$ cat src/rtl/pipe_pkg.sv
// Shared definitions for the pipeline control slice: register-index width,
// the hard-wired zero register and the SRAM wait-state FSM encoding.
package pipe_pkg;

    localparam int unsigned REG_W = 5;

    localparam logic [REG_W-1:0] ZERO_REG = '0;

    typedef enum logic {
        StIdle = 1'b0,
        StWait = 1'b1
    } mem_state_e;

endpackage

$ cat src/rtl/hazard_detect.sv
// Combinational RAW hazard detection between the ID stage and the EXE/MEM destinations.
// With forwarding present only a load in EXE can force a stall.
module hazard_detect
    import pipe_pkg::*;
#(
    parameter int unsigned FWD_EN = 1
) (
    input  logic [REG_W-1:0] src1,
    input  logic [REG_W-1:0] src2,
    input  logic             two_src,
    input  logic [REG_W-1:0] exe_dest,
    input  logic             exe_wb_en,
    input  logic             exe_mem_r_en,
    input  logic [REG_W-1:0] mem_dest,
    input  logic             mem_wb_en,
    output logic             hazard
);

    logic load_use;
    logic src1_hit;
    logic src2_hit;
    logic raw_any;

    assign load_use = exe_wb_en && exe_mem_r_en && (exe_dest != ZERO_REG) &&
                      ((src1 == exe_dest) || (two_src && (src2 == exe_dest)));

    // Writes to r0 are discarded, so a zero source never depends on anything.
    assign src1_hit = (src1 != ZERO_REG) &&
                      (((src1 == exe_dest) && exe_wb_en) || ((src1 == mem_dest) && mem_wb_en));
    assign src2_hit = (src2 != ZERO_REG) &&
                      (((src2 == exe_dest) && exe_wb_en) || ((src2 == mem_dest) && mem_wb_en));

    assign raw_any = src1_hit || (two_src && src2_hit);

    assign hazard = (FWD_EN != 0) ? load_use : raw_any;

endmodule

$ cat src/rtl/pipeline_ctrl.sv
// Stall/flush/freeze sequencer for the 5-stage pipeline: hazard stalls, branch flushes
// and the wait-state FSM for the multi-cycle data SRAM.
module pipeline_ctrl
    import pipe_pkg::*;
#(
    parameter int unsigned FWD_EN   = 1,
    parameter int unsigned MAX_WAIT = 15,
    parameter int unsigned CNT_W    = 16
) (
    input  logic             clk,
    input  logic             rst,
    input  logic [REG_W-1:0] src1,
    input  logic [REG_W-1:0] src2,
    input  logic             two_src,
    input  logic [REG_W-1:0] exe_dest,
    input  logic             exe_wb_en,
    input  logic             exe_mem_r_en,
    input  logic [REG_W-1:0] mem_dest,
    input  logic             mem_wb_en,
    input  logic             br_taken,
    input  logic             mem_req,
    input  logic             mem_ready,
    output logic             pc_freeze,
    output logic             ifid_freeze,
    output logic             ifid_flush,
    output logic             idex_freeze,
    output logic             idex_flush,
    output logic             exmem_freeze,
    output logic             memwb_bubble,
    output logic             mem_timeout,
    output logic [CNT_W-1:0] stall_cnt,
    output logic [CNT_W-1:0] flush_cnt
);

    localparam int unsigned WaitW = $clog2(MAX_WAIT + 1);
    localparam logic [WaitW-1:0] WaitMax = WaitW'(MAX_WAIT);
    localparam logic [WaitW:0] WaitLimit = (WaitW + 1)'(MAX_WAIT);

    mem_state_e       state_q;
    logic [WaitW-1:0] wait_cnt_q;
    logic [WaitW:0]   wait_next;
    logic             mem_timeout_q;
    logic [CNT_W-1:0] stall_cnt_q;
    logic [CNT_W-1:0] flush_cnt_q;

    logic hazard;
    logic mem_freeze;
    logic count_flush;
    logic count_stall;

    hazard_detect #(
        .FWD_EN(FWD_EN)
    ) u_hazard_detect (
        .src1        (src1),
        .src2        (src2),
        .two_src     (two_src),
        .exe_dest    (exe_dest),
        .exe_wb_en   (exe_wb_en),
        .exe_mem_r_en(exe_mem_r_en),
        .mem_dest    (mem_dest),
        .mem_wb_en   (mem_wb_en),
        .hazard      (hazard)
    );

    assign mem_freeze  = mem_req && !mem_ready;
    assign count_flush = !mem_freeze && br_taken;
    assign count_stall = !mem_freeze && !br_taken && hazard;
    assign wait_next   = {1'b0, wait_cnt_q} + 1'b1;

    // A held SRAM access masks branch and hazard: ID/EX is frozen, so both
    // re-evaluate once the access completes.
    always_comb begin
        pc_freeze    = 1'b0;
        ifid_freeze  = 1'b0;
        ifid_flush   = 1'b0;
        idex_freeze  = 1'b0;
        idex_flush   = 1'b0;
        exmem_freeze = 1'b0;
        memwb_bubble = 1'b0;
        if (!rst) begin
            ifid_flush   = 1'b1;
            idex_flush   = 1'b1;
            memwb_bubble = 1'b1;
        end else if (mem_freeze) begin
            pc_freeze    = 1'b1;
            ifid_freeze  = 1'b1;
            idex_freeze  = 1'b1;
            exmem_freeze = 1'b1;
            memwb_bubble = 1'b1;
        end else if (br_taken) begin
            ifid_flush = 1'b1;
            idex_flush = 1'b1;
        end else if (hazard) begin
            pc_freeze   = 1'b1;
            ifid_freeze = 1'b1;
            idex_flush  = 1'b1;
        end
    end

    always_ff @(posedge clk) begin
        if (!rst) begin
            state_q       <= StIdle;
            wait_cnt_q    <= '0;
            mem_timeout_q <= 1'b0;
            stall_cnt_q   <= '0;
            flush_cnt_q   <= '0;
        end else begin
            unique case (state_q)
                StIdle: begin
                    if (mem_freeze) begin
                        state_q <= StWait;
                    end
                end
                StWait: begin
                    if (mem_ready) begin
                        state_q    <= StIdle;
                        wait_cnt_q <= '0;
                    end else begin
                        if (wait_cnt_q != WaitMax) begin
                            wait_cnt_q <= wait_next[WaitW-1:0];
                        end
                        // Timeout is only a flag; the access keeps waiting for mem_ready.
                        if (wait_next >= WaitLimit) begin
                            mem_timeout_q <= 1'b1;
                        end
                    end
                end
            endcase
            if (count_stall && (stall_cnt_q != '1)) begin
                stall_cnt_q <= stall_cnt_q + 1'b1;
            end
            if (count_flush && (flush_cnt_q != '1)) begin
                flush_cnt_q <= flush_cnt_q + 1'b1;
            end
        end
    end

    assign mem_timeout = mem_timeout_q;
    assign stall_cnt   = stall_cnt_q;
    assign flush_cnt   = flush_cnt_q;

endmodule

$ cat config.mk
export PLATFORM = sky130hd
export DESIGN_NAME = pipeline_ctrl
export DESIGN_NICKNAME = d
export VERILOG_FILES = /design/src/rtl/pipe_pkg.sv /design/src/rtl/hazard_detect.sv /design/src/rtl/pipeline_ctrl.sv
export SDC_FILE = /design/constraint.sdc
export NUM_CORES = 1
export LEC_CHECK = 0
export BUFFER_PORTS_ARGS = -buffer_cell sky130_fd_sc_hd__buf_4
export CELL_PAD_IN_SITES_DETAIL_PLACEMENT = 1
export CELL_PAD_IN_SITES_GLOBAL_PLACEMENT = 2
export CORE_MARGIN = 3
export CORE_UTILIZATION = 25
export DETAILED_ROUTE_END_ITERATION = 8
export GPL_TIMING_DRIVEN = 0
export PLACE_DENSITY_LB_ADDON = 0.1
export SLEW_MARGIN = 20
export SYNTH_ARGS = -nofsm -noshare
export SYNTH_HDL_FRONTEND = slang
export SYNTH_SLANG_ARGS = --single-unit
$ cat constraint.sdc
create_clock -name clk -period 1.9 [get_ports clk]
set_input_delay 0.38 -clock clk [delete_from_list [all_inputs] [get_ports clk]]
set_output_delay 0.38 -clock clk [all_outputs]
set_load 0.02 [all_outputs]
==> results.md, run 1 <==
- Hpwl dp: 5.05 mm
- Sink Count: 38
- Initial antenna violation count: 0
- Failing checks: setup timing
- CTS H-tree lvls: 2
- Worst Clk Skew: 0.00429 ns
- DRT met1 WL: 3.33 mm
- Max-slew violation count: 0
- Core footprint: 7930 sq um
- Total die area: 9550 sq um
- # rows: 32
- Sequential area share after synthesis: 0.362
- Area Growth Syn to Fin: 43.2%
- Largest fanout on the critical path: 2
- WP data arrival: 1.79 ns
- Critical Path Max Stage Delay: 0.32 ns
- Routed wire length: 6.79 mm
- Clock share of power: 0.408
- I/O pins: 69
- Leak: 0.00112 uW
- Final worst-path cycle share: 1.14
- Top-area cell type share of the netlist area: 0.362
- Final hold slack: 0.288 ns
- Unrepaired setup endpoints after global routing: yes
- Outcome: finished, violations left
- Tmin final: 2.17 ns
- GRT Util Overall: 0.145
- Largest net degree at the start of global routing: 13
- Setup crit end kind: output pin
- Worst-path clk slew: 0.08 ns
- Worst r2r src: stall_cnt[0]
- Root Buffer: clkbuf_8
- Port Buffers: 61
- Cells after Synth: 257
- Max transition margin: 0.585
- DP Area: 2720 sq um
- Antenna-violating nets left: 0
- PnR worst setup slack: -0.267 ns
- Die span in y: 97.7 um
- DR pass1 iterations: 4
- Met2 routed WL: 3.12 mm
- Synth area leader: dfxtp_1
- Hold Crit Class: in2reg
- Max Root-Sink Buffers: 2
- Top-count cell post-synth: dfxtp_1
- Initial core utilization: 0.265
- Min-Delay Path Depth: 2
- PwrDens: 568 nW/um^2
- First-pass GRT wire length: 11.4 mm
- Worst-margin pin slew: 0.621 ns
- Int Pwr: 1280 uW
- Primary FF master, synth: dfxtp_1
- Async set or reset register ratio after synthesis: 0
- Die X: 97.7 um
- EDFF count, synth: 0
- Vias per cell: 5.03
- Vias: 2176
- Design Area, Final: 3010 sq um
- Sw frac: 0.253
- Most common cell type on the critical path: buf_6
- Setup crit start kind: input port
- Worst skew pair latency: 0.29 ns
- Total CTS buffers: 5
- Post-synth cell types: 44
- Global route overflow: 0
- Critical-path top delay cell: nor4_2
- Flops & latches, synth: 38
- Logic pwr share: 0.118
- Routability congestion estimate: 0.741
- Switch Pwr: 433 uW
- Hold endpoint: state_q
- Post-synth top cells: dfxtp_1, nand2_1, nor2_1
- N_diodes: 0
- 1st-iter DRT viols: 49
- Critical path data required time: 1.52 ns
- Mapped Nets: 290
- Reg2reg setup slack: -0.14 ns
- WL per Instance: 15.7 um
- R2R depth: 6
- Worst r2r dst: stall_cnt[14]
- Post-Syn Area per Cell: 8.18 sq um
- Fmax: 0.461 GHz
- Critical path class: in2out
- CTS tree: built
- Nets: 363
- DRC: 0
- Setup Viol. Count Final: 11
- Final hold viol count: 0
- Peak supply drop: 0.000253 V
- Number of global-route vias before repair: 2231
- Seq pwr share: 0.475
- Share of layout cells above drive strength 1: 0.323
- Max Cap Violations: 0
- Setup TNS: -1.12 ns
- DR top layer: met4
- Cell Area, Synth: 2100 sq um
- WL met3: 289 um
- Hold path start: mem_ready
- Yosys warnings: 0
- Critical Path, Cell by Cell: buf_6, xor2_2, nor4_2, a32oi_2, buf_6, nand2b_4, a21oi_4, buf_6, buf_6
- Ranking of synthesized cells by area: dfxtp_1, a21oi_1, nand2_1
## kinds of logic (layout without fill, tap and decap cells)
group	Yosys count	count (layout)	synth area share
AND/OR/NAND/NOR	125	125	0.328
AO/OA/AOI/OAI	52	52	0.153
XOR/XNOR	19	19	0.0791
adder cells (fa/ha/maj)	4	4	0.0238
multiplexers	5	5	0.0238
flip-flops	38	38	0.362
buffers and inverters	14	88	0.0297
## placed cells by master (no fill, tap or decap), types with 3 or more instances in the layout
cell,n
a21oi_1,19
and3_1,4
and4_1,5
buf_4,62
buf_6,7
clkbuf_1,3
clkbuf_8,5
dfxtp_1,34
dfxtp_2,4
ha_1,3
inv_1,4
mux2i_1,5
nand2_1,24
nand2b_1,6
nand3_1,13
nand4_1,8
nor2_1,23
nor3_1,6
nor3_2,3
nor4_1,3
nor4_2,3
o21ai_0,10
o31ai_1,8
or3_1,6
or4_1,7
xnor2_1,10
xor2_1,6
xor2_2,3
## stage by stage
stage | total power [uW] | std cells | setup WS, ns | util
3_5_place_dp | 1010 | 420 | -0.401 | 0.343
2_1_floorplan | 920 | 257 | -0.0788 | -
3_3_place_gp | 1010 | 420 | -0.449 | 0.343
5_1_grt | 1800 | 433 | -0.356 | 0.380
4_1_cts | 1740 | 430 | -0.272 | 0.368
6_report | 1710 | 433 | -0.267 | 0.380
## flip-flops by register name, indices dropped and copies added, names as in the netlist
name	count
state_q	1
stall_cnt	16
flush_cnt	16
wait_cnt_q	4
mem_timeout	1
## cell type report
type	count	area, sq um
well taps	102	128
plain buffers	10	61.3
flip-flops and latches	38	766
clock inverters	3	40.0
fillers	954	4910
repair buffers	66	514
clock buffers	5	68.8
multi-input cells	205	1420
inverters	4	15.0
## power by group through the flow
stage	clock, uW	sequential, uW	combinational (uW)
3_3_place_gp	0	830	183
6_report	698	813	202
2_1_floorplan	0	833	87.9
3_5_place_dp	0	829	185
4_1_cts	729	811	201
5_1_grt	761	815	223
## worst max-delay path by stage
stage,from,to,slack (ns)
after floorplan,exe_dest[3],pc_freeze,-0.08
after global placement,exe_dest[3],pc_freeze,-0.45
after detailed placement,exe_dest[3],pc_freeze,-0.40
after CTS,src2[1],pc_freeze,-0.27
after global routing,src2[3],pc_freeze,-0.36
final,src2[3],pc_freeze,-0.27
## worst max-delay path: cells and delay by family
family | cells | cell delay (ns)
AO/OA/AOI/OAI | 2 | 0.33
buffers and inverters | 4 | 0.46
AND/OR/NAND/NOR | 2 | 0.46
XOR/XNOR | 1 | 0.17
## repair_timing
action / 4_1_cts / 5_1_grt
hold buffers: 0 / 0
resized for setup: 16 / 15
endpoints found under the setup margin: 27 / 33
buffers inserted: 2 / 3
pin swaps: 5 / 7
## per-layer routing
metal  vias up  GRT usage
met1      1035      0.199
met4         0     0.0383
li1       1090          -
met5         -          0
met3         4     0.0302
met2        47      0.231
(Power assumes the default switching activity.)
==> run 2, diff against run 1 <==
CAP_MARGIN = 5   (was default)
RECOVER_POWER = 50   (was default)
==> results.md, run 2 (same netlist as run 1, synthesis figures left out) <==
- Outcome: finished, violations left
- Failing checks: setup timing
- DR pass1 iterations: 3 (-1)
- Worst-path clk slew: 0.08 ns (about the same)
- Int Pwr: 1280 uW (about the same)
- Seq pwr share: 0.474 (about the same)
- GRT Util Overall: 0.145 (unchanged)
- Routed wire length: 6.81 mm (+0.38%)
- Initial antenna violation count: 0 (unchanged)
- Worst Clk Skew: 0.00513 ns (+0.000841 ns)
- Critical path class: in2out
- Setup crit start kind: input port
- Max Cap Violations: 0 (unchanged)
- Clock share of power: 0.408 (about the same)
- Leak: 0.00101 uW (-9.3%)
- PwrDens: 586 nW/um^2 (+3.2%)
- WP data arrival: 1.79 ns (about the same)
- Hold Crit Class: in2reg
- Commonest cells after routing, fill and taps aside: buf_4, dfxtp_1, clkbuf_1
- Die span in y: 97.7 um (unchanged)
- Routability congestion estimate: 0.741 (unchanged)
- Area Growth Syn to Fin: 38.7%
- Setup crit end kind: output pin
- Most common cell type on the critical path: buf_6
- Critical-path top delay cell: nor4_2
- Design Area, Final: 2920 sq um (-3.2%)
- Pwr Total: 1710 uW (about the same)
- Final hold slack: 0.291 ns (+0.00273 ns)
- CTS H-tree lvls: 2 (unchanged)
- Max Root-Sink Buffers: 2 (unchanged)
- Vias per cell: 5.03 (about the same)
- Final worst-path cycle share: 1.14 (about the same)
- Largest fanout on the critical path: 2 (unchanged)
- Total CTS buffers: 5 (unchanged)
- Max transition margin: 0.584 (-0.00151)
- Final hold viol count: 0 (unchanged)
- Die X: 97.7 um (unchanged)
- Top delay family on crit path: simple AND/OR/NAND/NOR gates
- Root Buffer: clkbuf_8
- DRC: 0 (unchanged)
- Tmin final: 2.17 ns (-0.000181 ns)
- Global route overflow: 0 (unchanged)
- PnR worst setup slack: -0.267 ns (+0.000181 ns)
- DP Area: 2720 sq um (unchanged)
- Peak supply drop: 0.000251 V (-0.65%)
- Sink Count: 38 (unchanged)
- Vias: 2177 (+0.046%)
- Setup WS pre-CTS: -0.401 ns (unchanged)
- Critical Path Max Stage Delay: 0.32 ns (about the same)
- Antenna-violating nets left: 0 (unchanged)
- Port Buffers: 61 (unchanged)
- Share of layout cells above drive strength 1: 0.239 (-0.0846)
- Worst skew pair latency: 0.29 ns (about the same)
- WL per Instance: 15.7 um (+0.38%)
- Unrepaired setup endpoints after global routing: yes
- Logic pwr share: 0.118 (about the same)
- I/O pins: 69 (unchanged)
- Worst Path Buf+Inv: 4 (unchanged)
- Switch Pwr: 433 uW (about the same)
- Sw frac: 0.253 (about the same)
- Critical path data required time: 1.52 ns (about the same)
- FILL cells: 961 (+0.73%)
- # rows: 32 (unchanged)
- Fin util: 0.368 (-0.0120)
- N_diodes: 0 (unchanged)
- Total die area: 9550 sq um (unchanged)
- Max-slew violation count: 0 (unchanged)
- Initial core utilization: 0.265 (unchanged)
- First-pass GRT wire length: 11.4 mm (unchanged)
- 1st-iter DRT viols: 44 (-10%)
- CTS tree: built
- Nets: 363 (unchanged)
- Number of global-route vias before repair: 2231 (unchanged)
- Setup Viol. Count Final: 11 (unchanged)
- Fmax: 0.461 GHz (about the same)
- Largest net degree at the start of global routing: 13 (unchanged)
- Critical Path, Cell by Cell: buf_6, xor2_2, nor4_2, a32oi_2, buf_6, nand2b_4, a21oi_4, buf_6, buf_6
- Core footprint: 7930 sq um (unchanged)
- Hpwl dp: 5.05 mm (unchanged)
- Worst-margin pin slew: 0.623 ns (+0.00225 ns)
==> run 2: through the flow <==
stage	cells	TNS, ns
after floorplan	257	-0.144
after global placement	420	-6.77
after detailed placement	420	-6.13
after CTS	430	-1.19
after global routing	433	-3.69
final	433	-1.09
==> run 2: cell type report <==
type | count | area (sq um) | share of cell area
clock inverters | 3 | 40.0 | 0.0137
plain buffers | 10 | 61.3 | 0.0210
flip-flops and latches | 38 | 761 | 0.261
clock buffers | 5 | 68.8 | 0.0236
inverters | 4 | 15.0 | 0.00515
repair buffers | 66 | 424 | 0.145
multi-input cells | 205 | 1420 | 0.487
well taps | 102 | 128 | 0.0437
==> run 2: worst reg2reg max path, stage by stage (launching register included) <==
cell	delay, ns
dfxtp_1	0.35
ha_1	0.23
and4_1	0.21
nand4_1	0.17
nand3_1	0.30
or4_1	0.55
a21oi_1	0.14
==> run 2: routing by layer <==
metal  global-route usage  up-vias  share of wire
met1                0.199     1038           0.50
met5                    0        -              0
met2                0.231       44           0.46
met3               0.0302        5          0.040
met4               0.0383        0         0.0081
li1                     -     1090              -
==> run 2: power by group through the flow <==
stage / Sequential [uW] / Combinational [uW] / Clock [uW]
global route: 814 / 223 / 761
detailed placement: 829 / 185 / 0
finish: 812 / 202 / 697
global placement: 830 / 183 / 0
CTS: 811 / 201 / 729
floorplan: 833 / 87.9 / 0
==> run 2: repair_timing <==
action / 4_1_cts / 5_1_grt
hold buffers: 0 / 0
endpoints found under the hold margin: 0 / 0
pin swaps: 5 / 7
buffers inserted: 2 / 3
setup endpoints to repair: 27 / 33
resized for setup: 16 / 15
==> run 2: final timing paths <==
| path | from | endpoint | slack [ns] | depth (start not counted) |
|---|---|---|---|---|
| max | src2[3] | pc_freeze | -0.27 | 9 |
| max reg2reg | stall_cnt[0] | stall_cnt[14] | -0.13 | 6 |
| min reg2reg | mem_timeout | mem_timeout | 0.49 | 2 |
| min | mem_ready | state_q | 0.29 | 2 |
